[config.mk]
export PLATFORM = sky130hd
export DESIGN_NAME = multi_clock_divider
export DESIGN_NICKNAME = d
export VERILOG_FILES = /design/src/rtl/clkdiv_pkg.sv /design/src/rtl/clkdiv_channel.sv /design/src/rtl/multi_clock_divider.sv
export SDC_FILE = /design/constraint.sdc
export NUM_CORES = 1
export LEC_CHECK = 0
export BUFFER_PORTS_ARGS = -buffer_cell sky130_fd_sc_hd__buf_2
export CAP_MARGIN = 30
export CORE_ASPECT_RATIO = 1.5
export CORE_MARGIN = 1
export CORE_UTILIZATION = 53
export DETAILED_ROUTE_END_ITERATION = 10
export HOLD_SLACK_MARGIN = 0.15
export PLACE_DENSITY = 0.73
export RECOVER_POWER = 100
export SLEW_MARGIN = 20
export SYNTH_ARGS = -nofsm -noshare
export SYNTH_HDL_FRONTEND = slang
export SYNTH_SLANG_ARGS = --single-unit
[constraint.sdc]
create_clock -name basys_clk -period 15.65 [get_ports basys_clk]
set_input_delay 2.3475 -clock basys_clk [delete_from_list [all_inputs] [get_ports basys_clk]]
set_output_delay 2.3475 -clock basys_clk [all_outputs]
set_load 0.01 [all_outputs]
[src/rtl/clkdiv_pkg.sv]
// Shared constants for the clock-divider slice: system clock rate and
// divisors that give common clk_out frequencies from basys_clk.
package clkdiv_pkg;

  localparam int unsigned CLK_HZ = 100_000_000;

  // Divisor D so that clk_out (period 2*(D+1) cycles) runs at f_hz.
  function automatic logic [31:0] div_for_hz(input int unsigned f_hz);
    return CLK_HZ / (2 * f_hz) - 1;
  endfunction

  localparam logic [31:0] DIV_1HZ     = div_for_hz(1);
  localparam logic [31:0] DIV_10HZ    = div_for_hz(10);
  localparam logic [31:0] DIV_1KHZ    = div_for_hz(1_000);
  localparam logic [31:0] DIV_6P25MHZ = div_for_hz(6_250_000);

endpackage

[src/rtl/clkdiv_channel.sv]
// One divider channel: counts to a shadowed divisor, emits a tick strobe and
// toggles a 50%-duty square wave at every period boundary.
module clkdiv_channel
  import clkdiv_pkg::*;
#(
  parameter int CNT_W = 32
) (
  input  logic             basys_clk,
  input  logic             reset,
  input  logic             en,
  input  logic             sync_clr,
  input  logic [CNT_W-1:0] div,
  output logic             clk_out,
  output logic             tick
);

  logic [CNT_W-1:0] r_cnt;
  logic [CNT_W-1:0] r_active_div;
  logic             r_clk_out;
  logic             r_tick;
  logic             w_terminal;

  // Using >= keeps the all-ones divisor terminal, so r_cnt never wraps.
  assign w_terminal = (r_cnt >= r_active_div);

  always_ff @(posedge basys_clk or posedge reset) begin
    if (reset) begin
      r_cnt        <= '0;
      r_active_div <= '0;
      r_clk_out    <= 1'b0;
      r_tick       <= 1'b0;
    end else if (sync_clr || !en) begin
      r_cnt        <= '0;
      r_active_div <= div;
      r_clk_out    <= 1'b0;
      r_tick       <= 1'b0;
    end else if (w_terminal) begin
      // New divisor is only adopted here, which keeps every phase whole.
      r_cnt        <= '0;
      r_active_div <= div;
      r_clk_out    <= ~r_clk_out;
      r_tick       <= 1'b1;
    end else begin
      r_cnt        <= r_cnt + 1'b1;
      r_tick       <= 1'b0;
    end
  end

  assign clk_out = r_clk_out;
  assign tick    = r_tick;

endmodule

[src/rtl/multi_clock_divider.sv]
// N independent runtime-programmable clock dividers sharing reset and a
// phase-align clear; feeds display, debounce and animation logic.
module multi_clock_divider
  import clkdiv_pkg::*;
#(
  parameter int NUM_CH = 4,
  parameter int CNT_W  = 32
) (
  input  logic                    basys_clk,
  input  logic                    reset,
  input  logic [NUM_CH-1:0]       en,
  input  logic                    sync_clr,
  input  logic [NUM_CH*CNT_W-1:0] count_in,
  output logic [NUM_CH-1:0]       clk_out,
  output logic [NUM_CH-1:0]       tick
);

  for (genvar g = 0; g < NUM_CH; g++) begin : g_ch
    clkdiv_channel #(
      .CNT_W(CNT_W)
    ) u_ch (
      .basys_clk(basys_clk),
      .reset    (reset),
      .en       (en[g]),
      .sync_clr (sync_clr),
      .div      (count_in[g*CNT_W +: CNT_W]),
      .clk_out  (clk_out[g]),
      .tick     (tick[g])
    );
  end

endmodule

==> flow_summary_export.csv, run 1 <==
group,metric,value,unit
layout,final_area,16090,µm²
clocking,clk_latency,0.54,ns
sta,worst-slew-pin-transition,4.239,ns
routing,wire_per_inst,14.65,µm
critical_path,slowest_stage,"clkbuf_1",
global_route,grtUsageTotal,0.2051,
clocking,htree_num_levels,1,
sta,drv_slew,392,
routing,vias_per_cell,5.291,
synth,synthArstFlopShare,1.000,
status,violations,"max-capacitance violations, max-slew violations",
sta,rsz0062_at_grt,"no",
synth,synthCells,1359,
synth,ys.warnings.count,0,
layout,instances_no_fill,1860,
clocking,tritoncts,"yes",
routing,ant_nets,0,
routing,firstDrtPassIters,4,
sta,clock.fmax,131.6,MHz
floorplan,dieHeight,204.5,µm
place,placed_cells,1808,
floorplan,core_area,26670,µm²
place,place.gp.congestion,0.8050,
synth,synth_fa_ha_area_frac,0.1140,
synth,synth.distinct_cells,49,
routing,wirelength,27250,µm
sta,finClkSkew,0.01384,ns
global_route,grt_pass1_wl,46530,µm
sta,max_slew_margin,-1.826,
synth,synth_top_family_by_area,"simple AND/OR/NAND/NOR gates",
routing,drtIter0Drc,317,
critical_path,worst_setup_path_end_kind,"async pin",
global_route,grt_max_degree,126,
clocking,path_clk_slew,0.05,ns
critical_path,path_common_cell,"clkbuf_1",
routing,num_vias,9842,
floorplan,io_pins,143,
synth,synth_compound_area_frac,0.04794,
critical_path,critPathArrivalTime,8.30,ns
place,place.detailed.hpwl,19460,µm
sta,setup_viol,0,
synth,ys.flop_type,"dfrtp_1",
clocking,hold_buffers,0,
critical_path,criticalPathCategory,"in -> async",
synth,synth_edf_count,0,
power,vdd_drop_max,0.09086,mV
floorplan,start_util,0.5431,
clocking,cts-root-buf,"clkbuf_16",
sta,finalHoldViolations,0,
critical_path,crit_chain,"buf_2 -> clkinvlp_2 -> clkbuf_1 -> clkbuf_1 -> buf_16",
layout,antennaDiodeCount,0,
layout,nets,1770,
synth,yosysSeqAreaShare,0.4561,
synth,synth_mux_area_frac,0.1127,
place,place_area,15390,µm²
global_route,antenna_found_initial,0,
synth,syn_area,14480,µm²
synth,synthXorXnorAreaFrac,0.07498,
global_route,grt_overflow,0,
critical_path,crit_family,"buffers and inverters",
flow_run,cap_viol_max_count,7,
place,io_buffers,142,
floorplan,die_area,28010,µm²
routing,wl_met2,14370,µm
status,status,"complete, but fails checks",
synth,syn_area_per_cell,10.66,µm²
clocking,cts_buffers,28,
routing,top_layer,"met4",
layout,drive_above_1_share,0.1766,
clocking,post_cts_buffers,0,
routing,wl_met1,11370,µm
power,p_per_area,93.88,nW/µm²
floorplan,row_count,73,
global_route,grt_pass1_vias,10140,
critical_path,cp.required,16.35,ns
layout,area_delta_synth_final,11.07,%
critical_path,cp-start-kind,"input pin",
clocking,clock_path_buffers,3,
routing,routed-wl-met3,986,µm
synth,synth-seq-cells,264,
sta,hold_slack,0.4868,ns
critical_path,cp_slowest_stage_delay,3.05,ns
synth,synth-simple-area-share,0.1376,
synth,syn_nets,1626,
sta,period_minus_slack,7.599,ns
floorplan,die-width,137.0,µm
critical_path,cp_max_fo,80,
clocking,numClockSinks,264,
power,total_leakage_power,7.838,nW
sta,setup-tns-final,0,ns
clocking,cts_resized,0,
critical_path,r2r_setup_slack,10.88,ns
routing,route.detailed.drc,0,
sta,finalCritPeriodShare,0.4856,
min_path,min_path_type,"reg -> reg",
critical_path,crit_buf_inv,5,
==> sequential cells by signal, indices dropped and copies added (netlist names) <==
register and flops:
g_ch.u_ch.r_active_div 128, g_ch.u_ch.r_cnt 128, g_ch.u_ch.clk_out 4, g_ch.u_ch.tick 4
==> placed cells by master, fill, tap and decap left out, types with 29 or more instances in the layout <==
master,count
a21oi_1,49
buf_2,133
nand4_1,41
mux2_1,51
ha_1,132
nand2_1,81
xor2_1,70
inv_1,144
xnor2_1,54
dfrtp_1,264
nor2_1,169
mux2_2,77
nand3_1,45
clkbuf_16,29
==> synthesized netlist by cell type (3+ instances only) <==
master / instances / share of area
dfrtp_1: 264 / 0.46
nor2_1: 169 / 0.044
inv_1: 145 / 0.038
ha_1: 132 / 0.11
nand2_1: 79 / 0.020
mux2_2: 77 / 0.060
xor2_1: 70 / 0.042
xnor2_1: 54 / 0.033
mux2_4: 51 / 0.053
a21oi_1: 49 / 0.017
nand3_1: 45 / 0.016
nand4_1: 41 / 0.018
and3_1: 27 / 0.012
buf_2: 16 / 0.0055
o21ai_0: 15 / 0.0052
nor3_1: 13 / 0.0045
nor2b_1: 12 / 0.0052
a21o_1: 9 / 0.0047
and2_1: 9 / 0.0039
a211oi_1: 8 / 0.0041
buf_4: 8 / 0.0041
buf_6: 6 / 0.0047
o21a_1: 6 / 0.0031
and4_1: 5 / 0.0030
nor4_1: 4 / 0.0017
o211ai_1: 4 / 0.0021
o31ai_1: 4 / 0.0021
a21oi_2: 3 / 0.0018
buf_12: 3 / 0.0041
o221a_2: 3 / 0.0023
==> worst register-to-register path, delay by kind of cell (launching register included) <==
kind            cells  cell delay, ns
flops               1            0.42
simple gates        3            0.67
mux                 1            0.54
compound gates      3            0.53
fa+ha+maj           1            0.33
buf+inv             1            2.16
==> final timing paths <==
| path | from | to | cells after the start |
|---|---|---|---|
| setup / recovery | reset | g_ch[1].u_ch.r_cnt[31] | 5 |
| hold / removal | g_ch[1].u_ch.r_active_div[19] | g_ch[1].u_ch.r_active_div[19] | 1 |
| setup reg to reg | g_ch[3].u_ch.r_cnt[15] | g_ch[3].u_ch.r_active_div[7] | 9 |
| hold reg to reg | g_ch[1].u_ch.r_active_div[19] | g_ch[1].u_ch.r_active_div[19] | 1 |
| max in group basys_clk | sync_clr | g_ch[3].u_ch.r_active_div[7] | 5 |
| min in group asynchronous | reset | g_ch[2].u_ch.clk_out | 2 |
==> kinds of logic after synthesis <==
| group | Yosys count |
|---|---|
| AOI/OAI and AO/OA | 109 |
| xor gates and xnor gates | 124 |
| adders and majority gates | 132 |
| buffers and inverters | 180 |
| DFF | 264 |
| muxes | 128 |
| and+or+nand+nor | 422 |
==> layer usage <==
metal  global-route usage  vias up
met1               0.2470     4784
met3              0.02803       42
met5                    0        -
li1                     -     4870
met2               0.3752      146
met4              0.05769        0
==> power by group <==
group          internal (mW)  total, mW  switching (mW)
Combinational         0.0571      0.123          0.0659
Clock                  0.395      0.659           0.264
Sequential             0.712      0.728          0.0162
==> cell type report <==
class                           instances  area, µm²
Timing Repair Buffer                  149      753.2
Fill cell                            2292      10580
Clock inverter                          8      93.84
Tap cell                              337      421.7
Clock buffer                           42      824.5
Inverter                              145      545.5
Multi-Input combinational cell        915       6843
Sequential cell                       264       6606
==> through the flow <==
step                power, mW  utilization  setup WS, ns
detailed placement     0.8756       0.5769         11.44
global route            1.582       0.6032         6.653
global placement       0.8688       0.5769         11.50
CTS                     1.546       0.6113         12.03
floorplan              0.8342            -         6.034
finish                  1.510       0.6032         8.051
Note: power is estimated with default switching activity, not from simulation.
==> inputs of run 2 (changes only) <==
- ABC_AREA: default -> 1
- PLACE_DENSITY: 0.73 -> 0.72
- clock period: 15.65 -> 7.39 ns (I/O delays scaled with it)
==> flow_summary_export.csv, run 2 <==
group,metric,value,unit
critical_path,criticalPathCategory,"reg -> reg",
sta,worst_slack,2.525,ns
critical_path,cp_slowest_stage_delay,1.48,ns
sta,finalHoldViolations,0,
synth,synth_edf_count,0,
layout,fill_cells,2805,
sta,period_minus_slack,4.865,ns
layout,nets,2477,
global_route,grt_pass1_wl,64830,µm
critical_path,crit_chain,"ha_1 -> nand2_1 -> nor2_1 -> nand4_1 -> nor2_1 -> nand2_1 -> nand3_1 -> clkbuf_1 -> nand2_1 -> nand2_1",
place,io_buffers,142,
floorplan,die-width,144.4,µm
critical_path,slowest_stage,"clkbuf_1",
layout,largestRegisters,"g_ch.u_ch.r_active_div x128, g_ch.u_ch.r_cnt x128",
synth,ys.warnings.count,0,
critical_path,critPathArrivalTime,5.35,ns
status,violations,"max-capacitance violations, max-slew violations",
synth,synthTopCellsByCount,"624 x nand2_1, 264 x dfrtp_1, 261 x inv_1, 247 x nor2_1, 157 x nand4_1",
global_route,grt_max_degree,181,
layout,final_area,18010,µm²
floorplan,start_util,0.5432,
synth,synth_top_cell_by_area,"dfrtp_1",
flow_run,cap_viol_max_count,5,
clocking,cts-root-buf,"clkbuf_16",
synth,synth.distinct_cells,35,
floorplan,die_area,31130,µm²
synth,yosysSeqAreaShare,0.4098,
place,place.detailed.hpwl,27880,µm
floorplan,io_pins,143,
critical_path,cp_max_fo,44,
sta,drv_slew,204,
clocking,cts_buffers,29,
place,placed_cells,2574,
critical_path,path_common_cell,"nand2_1",
sta,finalCritPeriodShare,0.6583,
global_route,grt_overflow,0,
critical_path,cp.required,7.88,ns
critical_path,worst_setup_path_end_kind,"register",
routing,drtIter0Drc,601,
synth,ys.flop_type,"dfrtp_1",
synth,yosysMostFrequentCell,"nand2_1",
power,p_per_area,188.2,nW/µm²
clocking,htree_num_levels,1,
sta,finClkSkew,0.007639,ns
sta,clock.fmax,205.6,MHz
routing,route.detailed.drc,0,
global_route,grtUsageTotal,0.2575,
critical_path,crit_buf_inv,1,
sta,setup-tns-final,0,ns
synth,yosys.area.top_type_share,0.4098,
power,vdd_drop_max,0.1614,mV
layout,multi_input_area,8070,µm²
sta,rsz0062_at_grt,"no",
global_route,grt_pass1_vias,14024,
layout,drive_above_1_share,0.09722,
clocking,hold_buffers,0,
clocking,path_clk_slew,0.06,ns
routing,wirelength,38180,µm
synth,synthArstFlopShare,1.000,
global_route,antenna_found_initial,1,
min_path,min_path_type,"reg -> reg",
routing,firstDrtPassIters,5,
layout,instances_no_fill,2628,
synth,syn_area_per_cell,7.690,µm²
clocking,post_cts_buffers,0,
power,total_leakage_power,9.151,nW
routing,vias_per_cell,5.236,
sta,setup_viol,0,
clocking,cts_resized,0,
synth,synthTopCellsByArea,"dfrtp_1 41%, nand2_1 15%, ha_1 10%, nand4_1 6.1%, inv_1 6.1%",
place,place_area,17050,µm²
synth,synthCells,2096,
floorplan,dieHeight,215.6,µm
clocking,tritoncts,"yes",
routing,num_vias,13761,
layout,mostFrequentLayoutCells,"626 x nand2_1, 264 x dfrtp_1, 260 x inv_1, 247 x nor2_1, 157 x nand4_1",
synth,syn_area,16120,µm²
synth,synth-seq-cells,264,
floorplan,core_area,29670,µm²
layout,layout_commonest_cell,"nand2_1",
critical_path,crit_family,"simple AND/OR/NAND/NOR gates",
clocking,numClockSinks,264,
layout,final_core_util,0.6068,
clocking,clk_latency,0.56,ns
place,place.gp.congestion,0.9084,
sta,max_slew_margin,-0.7928,
routing,wire_per_inst,14.53,µm
synth,syn_nets,2363,
layout,area_delta_synth_final,11.71,%
floorplan,row_count,77,
clocking,clock_path_buffers,3,
critical_path,cp-start-kind,"register",
routing,ant_nets,0,
status,status,"complete, but fails checks",
sta,worst-slew-pin-transition,2.689,ns
layout,regArea,6606,µm²
place,pre_cts_slack,4.079,ns
==> run 2: changes by cell type after synthesis, sizes merged, moves of 33 or more <==
cell	before	now
nor2	169	254
nand4	41	157
clkbuf	2	35
nor3	15	68
inv	145	261
nand2	82	629
mux2	128	0
==> run 2: power breakdown <==
part	internal, mW	leakage [nW]	switching, mW
sequential	1.51	3.42	0.0388
clock	0.939	0.508	0.616
combinational	0.106	5.22	0.181
==> run 2: worst register-to-register path, cell delays in order, from the launching register on <==
cell and delay, ns:
dfrtp_1 0.47, ha_1 0.35, nand2_1 0.07, nor2_1 0.15, nand4_1 0.10, nor2_1 0.15, nand2_1 0.74, nand3_1 0.93
clkbuf_1 1.48, nand2_1 0.21, nand2_1 0.14
==> run 2: per-stage QoR <==
stage | hold WS (ns) | total power [mW]
6_report | 0.5172 | 3.389
5_1_grt | 0.5479 | 3.531
4_1_cts | 0.5180 | 3.426
3_5_place_dp | 0.5093 | 1.862
3_3_place_gp | 0.4939 | 1.847
2_1_floorplan | 0.4657 | 1.766
==> run 2: layout make-up <==
cell class              instances  share of cell area
multi-input cells            1495              0.4482
flip-flops and latches        264              0.3669
inverters                     265             0.05531
repair buffers                155             0.04551
clock buffers                  35             0.04433
well taps                     395             0.02745
clock inverters                18             0.01223
diodes                          1           0.0001390
==> run 2: kinds of logic (layout without fill, tap and decap cells) <==
group / count (synthesis) / after routing / synth area share
AOI/OAI and AO/OA: 88 / 88 / 0.03299
xor gates and xnor gates: 93 / 93 / 0.05053
adders and majority gates: 132 / 132 / 0.1025
buffers and inverters: 337 / 473 / 0.08841
DFF: 264 / 264 / 0.4098
other: 0 / 1 / 0
and+or+nand+nor: 1182 / 1182 / 0.3158
==> run 2: metal layers <==
metal | vias to the layer above | global-route usage | part of all wire
li1 | 6933 | - | -
met2 | 297 | 0.4696 | 0.51
met4 | 0 | 0.1175 | 0.045
met3 | 106 | 0.02507 | 0.036
met5 | - | 0 | 0
met1 | 6425 | 0.2979 | 0.41
==> run 2: path summary, 6_finish.rpt <==
kind,start,endpoint,slack (ns),cells after the start
setup / recovery,g_ch[1].u_ch.r_cnt[23],g_ch[1].u_ch.r_active_div[4],2.53,10
hold / removal,g_ch[1].u_ch.r_cnt[0],g_ch[1].u_ch.r_cnt[0],0.52,1
setup reg to reg,g_ch[1].u_ch.r_cnt[23],g_ch[1].u_ch.r_active_div[4],2.53,10
hold reg to reg,g_ch[1].u_ch.r_cnt[0],g_ch[1].u_ch.r_cnt[0],0.52,1
max in group asynchronous,reset,g_ch[2].u_ch.r_active_div[25],3.98,4
min in group asynchronous,reset,g_ch[0].u_ch.r_active_div[9],0.87,3
